===== src/rtl/dac_tx_pkg.sv =====
// Shared types and constants for the parallel DAC transmit path.
package dac_tx_pkg;

   typedef enum logic [1:0] {
      IDLE  = 2'd0,
      PRIME = 2'd1,
      RUN   = 2'd2
   } tx_state_t;

   localparam int UNDERRUN_CNT_W = 16;

   // Offset-binary mid-scale code for a w-bit converter (MSB set, rest clear).
   function automatic logic [31:0] midscale(input int unsigned w);
      return 32'd1 << (w - 1);
   endfunction

endpackage


===== src/rtl/dac_tx_fifo.sv =====
// Registered sample FIFO: a push in cycle N is visible to pop from cycle N+1.
module dac_tx_fifo #(
   parameter  int DATA_W = 12,
   parameter  int DEPTH  = 16,
   localparam int AW     = $clog2(DEPTH)
) (
   input  logic              clk,
   input  logic              rst_n,
   input  logic              push,
   input  logic [DATA_W-1:0] wdata,
   input  logic              pop,
   output logic [DATA_W-1:0] rdata,
   output logic              full,
   output logic              empty,
   output logic [AW:0]       level
);

   logic [DATA_W-1:0] mem [DEPTH];
   logic [AW:0]       wr_ptr, rd_ptr;
   logic              push_ok, pop_ok;

   assign push_ok = push && !full;
   assign pop_ok  = pop && !empty;
   assign full    = (level == (AW+1)'(DEPTH));
   assign empty   = (level == '0);
   assign rdata   = mem[rd_ptr[AW-1:0]];

   // Storage array; no reset needed, occupancy tracking guards reads.
   always_ff @(posedge clk) begin
      if (push_ok) mem[wr_ptr[AW-1:0]] <= wdata;
   end

   // Pointers and occupancy.
   always_ff @(posedge clk or negedge rst_n) begin
      if (!rst_n) begin
         wr_ptr <= '0;
         rd_ptr <= '0;
         level  <= '0;
      end else begin
         if (push_ok) wr_ptr <= wr_ptr + (AW+1)'(1);
         if (pop_ok)  rd_ptr <= rd_ptr + (AW+1)'(1);
         case ({push_ok, pop_ok})
            2'b10:   level <= level + (AW+1)'(1);
            2'b01:   level <= level - (AW+1)'(1);
            default: level <= level;
         endcase
      end
   end

endmodule


===== src/rtl/dac_parallel_tx.sv =====
// Stream-fed parallel DAC driver: divides clk into dac_clk and updates the
// data bus on dac_clk falling edges so it is settled at the DAC's rising latch.
module dac_parallel_tx
   import dac_tx_pkg::*;
#(
   parameter int DATA_W     = 12,
   parameter int CNT_W      = 12,
   parameter int FIFO_DEPTH = 16,
   parameter int PRIME_LVL  = 4,
   parameter bit TWOS_COMP  = 1'b0
) (
   input  logic                      clk,
   input  logic                      rst_n,
   input  logic                      en,
   input  logic [CNT_W-1:0]          cnt_reg,
   input  logic [DATA_W-1:0]         s_data,
   input  logic                      s_valid,
   output logic                      s_ready,
   output logic                      dac_clk,
   output logic [DATA_W-1:0]         dac_data,
   output logic                      sample_stb,
   output logic                      underrun,
   output logic [UNDERRUN_CNT_W-1:0] underrun_cnt
);

   localparam int LVL_W = $clog2(FIFO_DEPTH) + 1;
   localparam logic [DATA_W-1:0] MIDSCALE = DATA_W'(midscale(DATA_W));
   // Flipping the MSB maps two's complement onto offset binary.
   localparam logic [DATA_W-1:0] CONV_MASK = TWOS_COMP ? MIDSCALE : '0;

   tx_state_t         state, state_nxt;
   logic [CNT_W-1:0]  cnt_l, div_cnt;
   logic [DATA_W-1:0] fifo_rdata;
   logic [LVL_W-1:0]  fifo_level;
   logic              fifo_full, fifo_empty;
   logic              run_act, tick, fall_tick, pop;

   // Divider only advances while running and still enabled; dropping en
   // takes effect on the very next edge, so no pop may happen on that edge.
   assign run_act   = (state == RUN) && en;
   assign tick      = run_act && (div_cnt == cnt_l);
   assign fall_tick = tick && dac_clk;
   assign pop       = fall_tick && !fifo_empty;
   assign s_ready   = !fifo_full;

   dac_tx_fifo #(
      .DATA_W (DATA_W),
      .DEPTH  (FIFO_DEPTH)
   ) u_fifo (
      .clk   (clk),
      .rst_n (rst_n),
      .push  (s_valid),
      .wdata (s_data),
      .pop   (pop),
      .rdata (fifo_rdata),
      .full  (fifo_full),
      .empty (fifo_empty),
      .level (fifo_level)
   );

   // State register.
   always_ff @(posedge clk or negedge rst_n) begin
      if (!rst_n) state <= IDLE;
      else        state <= state_nxt;
   end

   // Next state: prime until enough samples are buffered, then run.
   always_comb begin
      state_nxt = state;
      unique case (state)
         IDLE:    if (en) state_nxt = PRIME;
         PRIME:   if (!en) state_nxt = IDLE;
                  else if (fifo_level >= LVL_W'(PRIME_LVL)) state_nxt = RUN;
         RUN:     if (!en) state_nxt = IDLE;
         default: state_nxt = IDLE;
      endcase
   end

   // Divide value is captured only when leaving IDLE so dac_clk never glitches.
   always_ff @(posedge clk or negedge rst_n) begin
      if (!rst_n)                  cnt_l <= '0;
      else if (state == IDLE && en) cnt_l <= cnt_reg;
   end

   // Half-period divider and generated clock; parked low outside RUN.
   always_ff @(posedge clk or negedge rst_n) begin
      if (!rst_n) begin
         div_cnt <= '0;
         dac_clk <= 1'b0;
      end else if (run_act) begin
         div_cnt <= tick ? '0 : div_cnt + CNT_W'(1);
         if (tick) dac_clk <= !dac_clk;
      end else begin
         div_cnt <= '0;
         dac_clk <= 1'b0;
      end
   end

   // Output data register and per-update strobes.
   always_ff @(posedge clk or negedge rst_n) begin
      if (!rst_n) begin
         dac_data   <= MIDSCALE;
         sample_stb <= 1'b0;
         underrun   <= 1'b0;
      end else begin
         sample_stb <= pop;
         underrun   <= fall_tick && fifo_empty;
         if (!run_act)  dac_data <= MIDSCALE;
         else if (pop)  dac_data <= fifo_rdata ^ CONV_MASK;
      end
   end

   // Saturating underrun counter, cleared only by reset.
   always_ff @(posedge clk or negedge rst_n) begin
      if (!rst_n)
         underrun_cnt <= '0;
      else if (fall_tick && fifo_empty && (underrun_cnt != '1))
         underrun_cnt <= underrun_cnt + UNDERRUN_CNT_W'(1);
   end

endmodule


===== config.mk =====
export PLATFORM = sky130hd
export DESIGN_NAME = dac_parallel_tx
export DESIGN_NICKNAME = d
export VERILOG_FILES = /design/src/rtl/dac_tx_pkg.sv /design/src/rtl/dac_tx_fifo.sv /design/src/rtl/dac_parallel_tx.sv
export SDC_FILE = /design/constraint.sdc
export NUM_CORES = 1
export LEC_CHECK = 0
export BUFFER_PORTS_ARGS = -buffer_cell sky130_fd_sc_hd__buf_2
export CORE_MARGIN = 2
export CORE_UTILIZATION = 61
export DETAILED_ROUTE_END_ITERATION = 8
export PLACE_DENSITY = 0.8
export SETUP_SLACK_MARGIN = 0.5
export SLEW_MARGIN = 10
export SYNTH_ARGS = -nofsm -noshare
export SYNTH_HDL_FRONTEND = slang
export SYNTH_SLANG_ARGS = --single-unit

===== constraint.sdc =====
create_clock -name clk -period 4.29 [get_ports clk]
set_input_delay 0.2145 -clock clk [delete_from_list [all_inputs] [get_ports clk]]
set_output_delay 0.2145 -clock clk [all_outputs]
set_load 0.1 [all_outputs]

Word-level counts from Yosys, hierarchy flattened --
Memories as Yosys holds them, arrays and structs flattened. Cells that the tools add are included.
Cells by class: add/sub/neg operators 6, magnitude comparators 1, equal/unequal tests 12, multiplexer cells 14, reduce and logical (&&, ||, !) cells 16
Operators with widths (count):
- $mux W12 | 4
- $add A16 B1 Y16 const B | 1
- $ne A16 B16 Y1 const B | 1
- $add A5 B1 Y5 const B | 3
- $add A12 B1 Y12 const B | 1
- $eq A12 B12 Y1 | 1
- $pmux W5 S2 | 1
- $logic_and A1 B1 Y1 | 9
- $mux W2 | 4
- $pmux W2 S3 | 1
- $eq A5 B5 Y1 const B | 1
- $ge A5 B3 Y1 const B | 1
- $logic_not A5 Y1 | 1
- $sub A5 B1 Y5 const B | 1
- $eq A2 B1 Y1 const B | 2
- $eq A2 B2 Y1 const B | 2
- $mux W1 | 4
- $ne A2 B1 Y1 const B | 2
- $ne A2 B2 Y1 const B | 2
- $logic_not A1 Y1 | 3
- $ne A3 B3 Y1 const B | 1
- $reduce_and A3 Y1 | 1
- $logic_not A2 Y1 | 1
- $reduce_bool A2 Y1 | 1
Word-level totals: register bits 72, RAM bits 192, input port bits 28, output and inout port bits 32, logic and storage cells 61, memories kept 1
Memories:
- u_fifo.mem | words 16, bits a word 12, read ports 1, clocked after memory_dff 0, write ports 1, line dac_tx_fifo.sv:18 | logic [DATA_W-1:0] mem [DEPTH];

Depth between registers and ports, before layout --
depth in word-level cells 8, depth in mapped cells 13

Hierarchy --
A second synthesis with hierarchy kept.
Second synthesis, totals: cells, all modules 701, area, all modules 11010.6 sq um
Modules (own cells, without submodules):
- dac_tx_fifo | times used 1, cells an instance 450, area an instance 8272.9 sq um, sequential area each 6090.8 sq um
- dac_parallel_tx | times used 1, cells an instance 251, area an instance 2737.6 sq um, sequential area each 1427.6 sq um

Least setup slack after synthesis --
OpenSTA, ideal clock, no wires.
path kind reg2reg, start point register u_fifo.level[0], end point register u_fifo.level[4], data arrival time 3.473 ns, data required time 4.211 ns, setup slack 0.737 ns, stages on the path, launching flop included 14, path buffers 1, clock period less this slack 3.553 ns, cells stage by stage dfrtp_1 nor2_1 nand3_1 and2_1 clkbuf_1 inv_1 ha_1 inv_1 fa_1 nor2b_1 o21ai_0 and3_1 nor3_1 xor2_1
Between the ends: elaborated cells on any way between the ends 13, those cells by class add/sub (2); eq/ne (3); mux (1); reduce/logical (7)
RTL lines:
- from (decl) | line dac_tx_fifo.sv:15 | output logic [AW:0] level
- from (signal assigned) | line dac_tx_fifo.sv:43 | 2'b10: level <= level + (AW+1)'(1);
- from (signal assigned) | line dac_tx_fifo.sv:44 | 2'b01: level <= level - (AW+1)'(1);
- from (signal assigned) | line dac_tx_fifo.sv:45 | default: level <= level;
- $eq A5 B5 Y1 * | line dac_tx_fifo.sv:24 | assign full = (level == (AW+1)'(DEPTH));
- $logic_not A1 Y1 *
- named net s_ready | line dac_parallel_tx.sv:18 | output logic s_ready,
- $logic_and A1 B1 Y1 * | line dac_tx_fifo.sv:22 | assign push_ok = push && !full;
- $eq A2 B1 Y1 / $eq A2 B2 Y1 (equally long branches) | line dac_tx_fifo.sv:42 | case ({push_ok, pop_ok})
- $pmux W5 S2 / $reduce_bool A2 Y1 (equally long branches)
Mark *: on every way through the listed nets, which the timed path passes. The rest lies on a longest branch. A chain may end at the register's enable or synchronous reset.

Worst setup path in the final report --
start point register div_cnt[8], end point register u_fifo.level[4]
Between the ends: word-level cells in the longest chain between the ends 7, elaborated cells on any way between the ends 9, those cells by class eq/ne (3); mux (1); reduce/logical (5)
RTL lines:
- from (decl) | line dac_parallel_tx.sv:32 | logic [CNT_W-1:0] cnt_l, div_cnt;
- from (signal assigned) | line dac_parallel_tx.sv:91 | div_cnt <= tick ? '0 : div_cnt + CNT_W'(1);
- $eq A12 B12 Y1 * | line dac_parallel_tx.sv:41 | assign tick = run_act && (div_cnt == cnt_l);
- $logic_and A1 B1 Y1 * | line dac_parallel_tx.sv:41
- $logic_and A1 B1 Y1 * | line dac_parallel_tx.sv:42 | assign fall_tick = tick && dac_clk;
- $logic_and A1 B1 Y1 * | line dac_parallel_tx.sv:43 | assign pop = fall_tick && !fifo_empty;
- named net pop | line dac_parallel_tx.sv:36 | logic run_act, tick, fall_tick, pop;
- $logic_and A1 B1 Y1 * | line dac_tx_fifo.sv:23 | assign pop_ok = pop && !empty;
- $eq A2 B1 Y1 / $eq A2 B2 Y1 (equally long branches) | line dac_tx_fifo.sv:42
- $pmux W5 S2 / $reduce_bool A2 Y1 (equally long branches)
Marked as above.

==> results.md <==
* Total track usage at 0.2499
* RSZ-0062 raised after global routing: false
* Fin. max-slew vios at 0
* Largest net degree at the start of global routing at 52
* Syn-to-layout area delta at 14.81%
* Syn Inst Count at 612
* Max frequency at slightly below 300 MHz
* Final min period at approximately 3.4 ns
* CP Buf/Inv Count at 1
* Seq pwr share at 0.513
* Cell Chain, Critical Path: xnor2_1, nand4_2, or4_4, nor4_2, ha_1, inv_1, fa_1, nor2b_1, o21ai_0, and3_1, nor3_1, xor2_1
* Die footprint at ~19000 sq um
* #FFs+latches synth at about 260
* Final worst-path cycle share at 0.8036
* Post-synth cell types at 47
* Die H at around 140 microns
* Post-CTS Setup Bufs at 0
* Synth top cells by count: edfxtp_1, dfrtp_1, mux4_2, nor2_1, xnor2_1
* Top cells by area, synth: edfxtp_1, dfrtp_1, mux4_2
* Comb power frac at 0.126
* Max clock buf depth at 3
* I/O Buffers at 59
* Die width at roughly 140 microns
* Mean Syn Cell Area at 17.50 sq um
* Data required time at the worst endpoint at roughly 4.8 ns
* Top-area cell type share of the netlist area at 0.5383
* Max-cap violations at 0
* Critical path class: flop to flop
* H-Tree Depth at 1
* Slew @ Worst Pin at ~1.1 ns
* Async S/R FF share, synth at 0.2672
* CTS tree: yes
* Layout cells sized above 1 at 0.2741
* CP Launch Type: flop
* Yosys warns at 0
* Post-DP Area at 11290 sq um
* Power share of the clock group at 0.361
* CP peak stage delay at 0.52 ns
* Post-synth EDFFs at 192
* Clock sink count at 262
* Layout Nets at ~750
* Ports at 60
* Clk root buf: clkbuf_16
* Sw Pwr at ~1600 uW
* PwrDens at approximately 510 nW/um^2
* Worst-Skew Late Latency at about 0.54 ns
* DR DRC count at 0
* Family with the most delay on the worst path: simple AND/OR/NAND/NOR gates
* Pleak at ~0.0045 uW
* Worst min path class: input pin to flop
* TritonRoute pass-1 iters at 5
* Initial core utilization at 0.6214
* Post-detailed-routing wire length at about 22000 microns
* Worst Path Arrival at between 3 and 4 ns
* GRT Residual Overflow at 0
* CTS Buf Count at 27
* Cell area after layout at ~12000 sq um
* Via count at approximately 5900
* Crit path max fanout at 5
* Sw Ratio at 0.2538
* Cells after DPL at between 800 and 900
* Internal cell power at between 4000 and 5000 uW
* Slowest CP cell: or4_4
* Routed Antenna Nets at 0
* Worst setup EP type: flop
* Fin cells at 952
* Core Region at between 15000 and 20000 sq um
* Detailed Route Iter0 Violations at a little under 500
* Final Core Density at 0.7134
* Status: completed
* Initial antenna violation count at 0
* Global-route wire length before repair at between 30000 and 40000 microns
* GP Congestion at 0.8021
* Row Count at 48
* Post-Syn Area at ~11000 sq um
* Vias/cell at a little over 6
* Post-synth top area cell: edfxtp_1
* Endpoints failing hold at 0
* HPWL Detailed at roughly 14000 microns
* Final setup fails at 0
* Ys flop type: edfxtp_1
* Max rail drop VDD at about 0.43 mV
* Post-synth net total at ~650
* Sequential share of the synthesized area at 0.7020
* Fin Setup TNS at 0 ns
* Slew margin rel. at 0.2334
* Most numerous cell in the Yosys netlist: edfxtp_1
* Worst hold slack at about 0.045 ns
* Vias in the first global route at 6036
* Reg clk slew, reported paths at about 0.06 ns
* Wire per inst at roughly 23 microns
* Clk_skew at 0.01461 ns
layer usage:
metal | vias to the layer above | wire length [microns] | global-route usage | part of all wire
met4 | 0 | 610 | 0.07755 | 0.027
met2 | 250 | 11360 | 0.4222 | 0.51
li1 | 2563 | - | - | -
met3 | 42 | 1688 | 0.05148 | 0.076
met5 | - | 0 | 0 | 0
met1 | 3052 | 8689 | 0.3312 | 0.39
flip-flops by register name, summed over array words and instances, names as in the netlist, 4 cells and up:
signal         count
cnt_l             12
dac_data          12
div_cnt           12
u_fifo.level       5
u_fifo.mem       192
u_fifo.rd_ptr      4
u_fifo.wr_ptr      4
underrun_cnt      16
cells by family after synthesis:
logic type,Yosys count,share of synthesized area
and+or+nand+nor,141,0.07149
AOI/OAI and AO/OA,44,0.03119
xor gates and xnor gates,47,0.04054
muxes,68,0.1214
adders and majority gates,12,0.01472
DFF,262,0.7020
buffers and inverters,38,0.01869
power groups by stage:
stage / Combinational (uW) / Sequential [uW] / Clock (uW)
3_5_place_dp: 774 / 3230 / 0
5_1_grt: 863 / 3210 / 2360
4_1_cts: 790 / 3190 / 2270
3_3_place_gp: 740 / 3210 / 0
2_1_floorplan: 552 / 3170 / 0
6_report: 783 / 3190 / 2240
through the flow:
stage / setup WS (ns) / power (uW)
2_1_floorplan: 0.7374 / 3718
4_1_cts: 0.7728 / 6249
5_1_grt: 0.6353 / 6435
6_report: 0.8425 / 6213
3_3_place_gp: 0.9838 / 3946
3_5_place_dp: 0.7988 / 4003
placed cells by master, fill, tap and decap left out, types with 4 or more instances in the layout:
| cell | instances |
|---|---|
| edfxtp_1 | 192 |
| dfrtp_1 | 67 |
| buf_2 | 59 |
| mux4_2 | 48 |
| nor2_1 | 36 |
| xnor2_1 | 33 |
| nand2_1 | 31 |
| clkbuf_16 | 27 |
| a22oi_1 | 20 |
| nand3_1 | 18 |
| buf_4 | 17 |
| mux2_2 | 14 |
| dlygate4sd3_1 | 14 |
| inv_1 | 12 |
| xor2_1 | 11 |
| a22o_1 | 11 |
| ha_1 | 11 |
| and3_1 | 9 |
| nand4_1 | 9 |
| clkbuf_1 | 8 |
| nor2b_1 | 5 |
| mux2i_1 | 5 |
| nand2b_1 | 4 |
| nor3_2 | 4 |
| nor4_1 | 4 |
| a21oi_1 | 4 |
| o21ai_0 | 4 |
| clkinv_2 | 4 |
| clkbuf_8 | 4 |
area by class of cell:
cell class,instances,area [sq um]
fill,1031,4940
antenna,1,2.502
clock inverter,11,100.1
clock buffer,39,760.7
sequential,262,7523
tap,225,281.5
timing repair buffer,90,563.0
multi-input combinational,312,3020
inverter,12,45.04
worst reg2reg max path: stages, from the launching register on:
cell     delay [ns]
dfrtp_1        0.43
xnor2_1        0.23
nand4_2        0.24
or4_4          0.52
nor4_2         0.35
ha_1           0.29
inv_1          0.11
fa_1           0.41
nor2b_1        0.13
o21ai_0        0.11
and3_1         0.20
nor3_1         0.19
xor2_1         0.16
path summary, 6_finish.rpt:
kind / start / end / slack [ns] / depth (start not counted)
min in group asynchronous: rst_n / div_cnt[11] / 0.35 / 2
worst min-delay path: s_data[8] / u_fifo.mem[10][8] / 0.05 / 1
worst max register to register: div_cnt[8] / u_fifo.level[4] / 0.84 / 12
worst min register to register: u_fifo.level[4] / u_fifo.level[4] / 0.49 / 1
max in group asynchronous: rst_n / dac_data[11] / 2.94 / 3
worst max-delay path: div_cnt[8] / u_fifo.level[4] / 0.84 / 12
timing repair:
item	CTS	global route
hold buffers	14	0
hold endpoints to repair	52	0
setup endpoints to repair	0	1
resized for setup	0	1
Note: power is estimated with default switching activity, not from simulation.
